$ cat src/rtl/uart_receiver.sv
// uart_receiver: 8N1 serial receiver with a 2-flop input synchroniser, mid-bit
// sampling driven by a per-bit cycle counter, a valid/ready output handshake,
// and single-cycle framing_error / overrun pulses.
module uart_receiver #(
   parameter int CLOCK_FREQ = 125_000_000,
   parameter int BAUD_RATE  = 115_200
) (
   input  logic       sysclk,
   input  logic       rst_n,
   input  logic       serial_in,
   output logic [7:0] data_out,
   output logic       data_out_valid,
   input  logic       data_out_ready,
   output logic       framing_error,
   output logic       overrun
);

   localparam int CLKS_PER_BIT = CLOCK_FREQ / BAUD_RATE;
   localparam int CNT_W        = $clog2(CLKS_PER_BIT);

   // Last count of a full bit period, and of half a period (start-bit centre).
   localparam logic [CNT_W-1:0] BIT_LAST  = CNT_W'(CLKS_PER_BIT - 1);
   localparam logic [CNT_W-1:0] HALF_LAST = CNT_W'(CLKS_PER_BIT / 2 - 1);

   // Fewer than 4 clocks per bit leaves no usable mid-bit margin.
   generate
      if (CLKS_PER_BIT < 4) begin : g_bad_ratio
         $error("uart_receiver: CLOCK_FREQ/BAUD_RATE must be at least 4");
      end
   endgenerate

   typedef enum logic [1:0] {IDLE, START, DATA, STOP} state_t;

   state_t           state;
   logic             sync1;
   logic             rx;
   logic             rx_prev;
   logic [CNT_W-1:0] cnt;
   logic [2:0]       bit_idx;
   logic [7:0]       shreg;

   // Two-flop synchroniser for the asynchronous line, plus a delayed copy of rx
   // so the idle state can see a clean 1->0 start edge. All reset to idle-high.
   always_ff @(posedge sysclk or negedge rst_n) begin
      if (!rst_n) begin
         sync1   <= 1'b1;
         rx      <= 1'b1;
         rx_prev <= 1'b1;
      end else begin
         sync1   <= serial_in;
         rx      <= sync1;
         rx_prev <= rx;
      end
   end

   // Receive FSM, output register and handshake. Error pulses default low so
   // they last exactly one cycle; a byte load overrides a same-cycle consume.
   always_ff @(posedge sysclk or negedge rst_n) begin
      if (!rst_n) begin
         state          <= IDLE;
         cnt            <= '0;
         bit_idx        <= '0;
         shreg          <= '0;
         data_out       <= '0;
         data_out_valid <= 1'b0;
         framing_error  <= 1'b0;
         overrun        <= 1'b0;
      end else begin
         framing_error <= 1'b0;
         overrun       <= 1'b0;
         if (data_out_valid && data_out_ready)
            data_out_valid <= 1'b0;

         case (state)
            IDLE: begin
               if (rx_prev && !rx) begin
                  state <= START;
                  cnt   <= '0;
               end
            end

            START: begin
               // Re-check the line at the start-bit centre; a high line here
               // was a glitch and is dropped silently.
               if (cnt == HALF_LAST) begin
                  cnt     <= '0;
                  bit_idx <= '0;
                  state   <= rx ? IDLE : DATA;
               end else begin
                  cnt <= cnt + CNT_W'(1);
               end
            end

            DATA: begin
               if (cnt == BIT_LAST) begin
                  cnt     <= '0;
                  shreg   <= {rx, shreg[7:1]};
                  bit_idx <= bit_idx + 3'd1;
                  if (bit_idx == 3'd7)
                     state <= STOP;
               end else begin
                  cnt <= cnt + CNT_W'(1);
               end
            end

            STOP: begin
               // Decide at mid stop bit and go idle immediately so a
               // back-to-back start edge is not missed.
               if (cnt == BIT_LAST) begin
                  cnt   <= '0;
                  state <= IDLE;
                  if (!rx) begin
                     framing_error <= 1'b1;
                  end else if (!data_out_valid || data_out_ready) begin
                     data_out       <= shreg;
                     data_out_valid <= 1'b1;
                  end else begin
                     overrun <= 1'b1;
                  end
               end else begin
                  cnt <= cnt + CNT_W'(1);
               end
            end

            default: state <= IDLE;
         endcase
      end
   end

endmodule

$ cat config.mk
export PLATFORM = sky130hd
export DESIGN_NAME = uart_receiver
export DESIGN_NICKNAME = d
export VERILOG_FILES = /design/src/rtl/uart_receiver.sv
export SDC_FILE = /design/constraint.sdc
export NUM_CORES = 1
export LEC_CHECK = 0
export CORE_MARGIN = 8
export CORE_UTILIZATION = 35
export DETAILED_ROUTE_END_ITERATION = 7
export GPL_TIMING_DRIVEN = 0
export RECOVER_POWER = 50
export SYNTH_ARGS = -nofsm -noshare
export SYNTH_HDL_FRONTEND = slang
export SYNTH_SLANG_ARGS = --single-unit
$ cat constraint.sdc
create_clock -name sysclk -period 5.6 [get_ports sysclk]
set_input_delay 0.56 -clock sysclk [delete_from_list [all_inputs] [get_ports sysclk]]
set_output_delay 0.56 -clock sysclk [all_outputs]
set_load 0.005 [all_outputs]
# Word-level counts from Yosys, hierarchy flattened
# Cells that the tools add are included.
# totals
regBits	38
wordCells	62
# op_classes
add_sub_neg	2
n_mux	26
eq_ne	11
n_reduce_logical	12
# ops
operator	n
11-bit 2-to-1 mux	3
11-bit case mux with 3 select lines	1
1-bit 2-to-1 mux	12
2-bit 2-to-1 mux	6
11-bit by 1-bit adder with 11-bit output (second input constant)	1
11-bit by 10-bit == test with 1-bit output (second input constant)	1
11-bit == test (second input constant)	1
2-bit inequality test (second input constant)	5
2-bit case mux with 4 select lines	1
3-bit 2-to-1 mux	2
3-bit case mux with 2 select lines	1
5-bit AND reduction	1
2-bit == test (second input constant)	2
4-bit AND reduction	1
3-bit by 1-bit adder with 3-bit output (second input constant)	1
3-bit == test (second input constant)	1
3-bit AND reduction	1
2-bit by 1-bit == test with 1-bit output (second input constant)	1
1-bit logical AND	2
1-bit zero test	2
2-bit zero test	1
2-bit AND reduction	1
2-bit nonzero test	1
2-bit OR reduction	1
1-bit logical OR	1

# Depth between registers and ports, before layout
# logic_depth
word_depth	6
depth_mapped	7

# Worst setup path after synthesis
# Ideal clock, no wire load.
# synth_path
path_kind	flip-flop to flip-flop
from	reg cnt[0]
to	reg shreg[0]
setup_ps	125
required_time_ps	5475
setup_slack_ps	3777
synth_period_minus_slack_ps	1823
path_buffers	1
arrival_time_ps	1698
stages_incl_launch_ff	8
path_cell_list	dfrtp_1 inv_1 ha_1 and4b_4 nand4_4 or2_1 buf_6 mux2_4
# synth_via
elab_chain_len	2
# synth_rtl
item	line	rtl
start, declared	38	logic [CNT_W-1:0] cnt;
start signal, assigned	90	cnt <= cnt + CNT_W'(1);
start signal, assigned	102	cnt <= cnt + CNT_W'(1);
start signal, assigned	121	cnt <= cnt + CNT_W'(1);
11-bit == test	95	if (cnt == BIT_LAST) begin
2-bit AND reduction (no source line)	--	
end signal, assigned	97	shreg <= {rx, shreg[7:1]};
end, declared	40	logic [7:0] shreg;
# No other way between the ends.
# A chain may end at the register's enable or synchronous reset.

# Worst setup path after layout
# layout_path
from	reg cnt[0]
to	reg shreg[2]
# The elaborated chain is that of the path after synthesis.

==> run metrics <==
clk root buf=clkbuf_8; TritonCTS Buffers=5; asr flop ratio synth=1.00; TritonRoute pass-1 iters=4; worst hold margin=approximately 0.36 ns; iteration-0 DRC count of the detailed router=36; fmax=0.502 GHz; GR Util All Layers=0.101; via total after detailed routing=between 1000 and 1500; largest net degree at the start of global routing=39; synthesized instance count=~160; Mapped Area=0.00184 sq mm; die area=between 0.007 and 0.008 sq mm; Setup violations, final=0; worst endpoint required time=5.78 ns; Vias/cell=around 5.1; register area share after synthesis=0.519; Die Width=slightly below 90 um; CTS H-Tree Depth=2; Slowest-stage cell, CP=dfrtp_1; Post-Syn Nets=between 150 and 200; Slowest Stage Delay on Critical Path=approximately 0.47 ns; most common cell in the synthesized netlist=dfrtp_1; Port Buffers=14; drc violations=0; Setup Buffers After CTS=0; Setup CP Type=reg2reg; fill count=488; Power Total=0.625 mW; Max-slew headroom=-0.328; Initial Util=0.362; Rows=26; # diodes=0; placed cells=roughly 240; dpl ws=around 3.6 ns; worst slew pin tran=1.99 ns; Final #Nets=~190; setup TNS=0 ns; CTS tree=yes; Worst Hold Class=reg2reg; crit path launch type=register; most area-consuming cells after synthesis=dfrtp_1 (48%), mux2_2 (6.1%), mux2_4 (4.9%), dfstp_2 (4.3%), nand2_1 (4.3%); grt ovf=0; post-synth top area share=0.476; ys flop type=dfrtp_1; minimum clock period=approximately 2.0 ns; Crit. End Element=register; failing checks=max-capacitance violations, max-slew violations; final wirelength=around 3400 um; CP arrival=roughly 2.2 ns; synthesized flop and latch total=38; first-pass GRT wire length=~6000 um; Leak=between 0.9 and 1 nW; fin area=approximately 0.0022 sq mm; Antenna Nets Post-Route=0; Post-synth top cells=dfrtp_1 (35), nand2_1 (21), mux2_2 (10); clk_lat worst skew=0.29 ns; mean post-synth cell area=11.6 sq um; Worst VDD drop=~0.00019 V; area grow syn2layout=17.2%; hold_buf cts=0; Crit path buffers/inverters=2; clock skew=0.00823 ns; Ys Warns=0; number of flops mapped to enable cells by yosys=0; fin cells=between 200 and 300; Core ar.=between 0.005 and 0.006 sq mm; area leader, netlist=dfrtp_1; proportion of layout cells with a drive suffix above 1=0.210; vias in the first global route=roughly 1300; Post-DP HPWL=2410 um; crit path max fanout=10; CTS clock-pin slew for the worst setup and hold paths=around 0.070 ns; # resized after CTS=0; final hold vios=0; gpl congestion=just over 0.8; placed cell area=~0.0021 sq mm; Max Root-Sink Buffers=2; DR WL/cell=approximately 14 um; final core occ=0.425; RSZ-0062 raised after global routing=false; crit-path cells=inv_1, ha_1, and4b_4, nand4_4, or2_1, buf_6, mux2_4; setup ws final=between 3 and 4 ns; power per cell area=between 200 and 300 mW/mm^2; Top delay family on crit path=simple AND/OR/NAND/NOR gates; total of max-cap violations=1; DIE HEIGHT=about 90 um; fin crit share=0.356; CTS sink count=38; initial antenna violation count=0; fin. max-slew vios=39; Unique masters post-synth=43; Ports=15; status=finished with violations
## path summary, 6_finish.rpt
kind | start | end | slack (ns) | depth (start not counted)
hold / removal | sync1 | rx | 0.36 | 0
max in group asynchronous | rst_n | cnt[4] | 3.63 | 1
hold reg to reg | sync1 | rx | 0.36 | 0
min in group asynchronous | rst_n | data_out[0] | 0.83 | 1
setup reg to reg | cnt[0] | shreg[2] | 3.61 | 7
setup / recovery | cnt[0] | shreg[2] | 3.61 | 7
## layout by cell type (no fill, tap or decap), drive strengths merged, types with 2 or more instances in the layout
master / netlist / routed
dfrtp: 35 / 35
nand2: 21 / 21
mux2: 16 / 16
clkdlybuf4s50: 0 / 10
inv: 8 / 8
nand3: 8 / 8
clkbuf: 1 / 8
nor3: 7 / 7
nor2: 6 / 6
o21ai: 6 / 6
buf: 6 / 6
ha: 5 / 5
nand4: 4 / 4
o21a: 3 / 3
o211ai: 3 / 3
dlygate4sd3: 0 / 3
dfstp: 3 / 3
a41oi: 2 / 2
a31oi: 2 / 2
o2bb2ai: 2 / 2
mux2i: 2 / 2
and3: 2 / 2
## cell type report
| class | instances | area [sq um] | area share |
|---|---|---|---|
| sequential | 38 | 955 | 0.443 |
| multi-input combinational | 106 | 806 | 0.374 |
| timing repair buffer | 14 | 134 | 0.0621 |
| tap | 70 | 87.6 | 0.0406 |
| clock buffer | 6 | 82.6 | 0.0383 |
| buffer | 7 | 48.8 | 0.0226 |
| inverter | 8 | 30.0 | 0.0139 |
| clock inverter | 2 | 12.5 | 0.00580 |
## cells by family after synthesis
family | after synthesis | share of synthesized area
AND/OR/NAND/NOR | 57 | 0.180
XOR/XNOR | 1 | 0.00476
buffers and inverters | 15 | 0.0429
adder cells (fa/ha/maj) | 5 | 0.0340
AO/OA/AOI/OAI | 25 | 0.0980
flip-flops | 38 | 0.519
multiplexers | 18 | 0.121
## power by group
part           internal [mW]  switching (mW)
Sequential             0.300          0.0423
Combinational         0.0415          0.0468
Clock                 0.0988          0.0957
## registers in the layout, summed over array words and instances, names as in the netlist, named ones only
signal / count
overrun: 1
shreg: 8
rx: 1
cnt: 11
bit_idx: 3
state: 1
data_out: 8
data_out_valid: 1
framing_error: 1
rx_prev: 1
sync1: 1
## layer usage
metal	wire, um	vias to the layer above	global-route usage
li1	-	612	-
met1	1490	620	0.111
met2	1690	30	0.164
met3	196	9	0.0390
met4	71	0	0.0522
met5	0	-	0
Power figures use the tool's default switching activity.
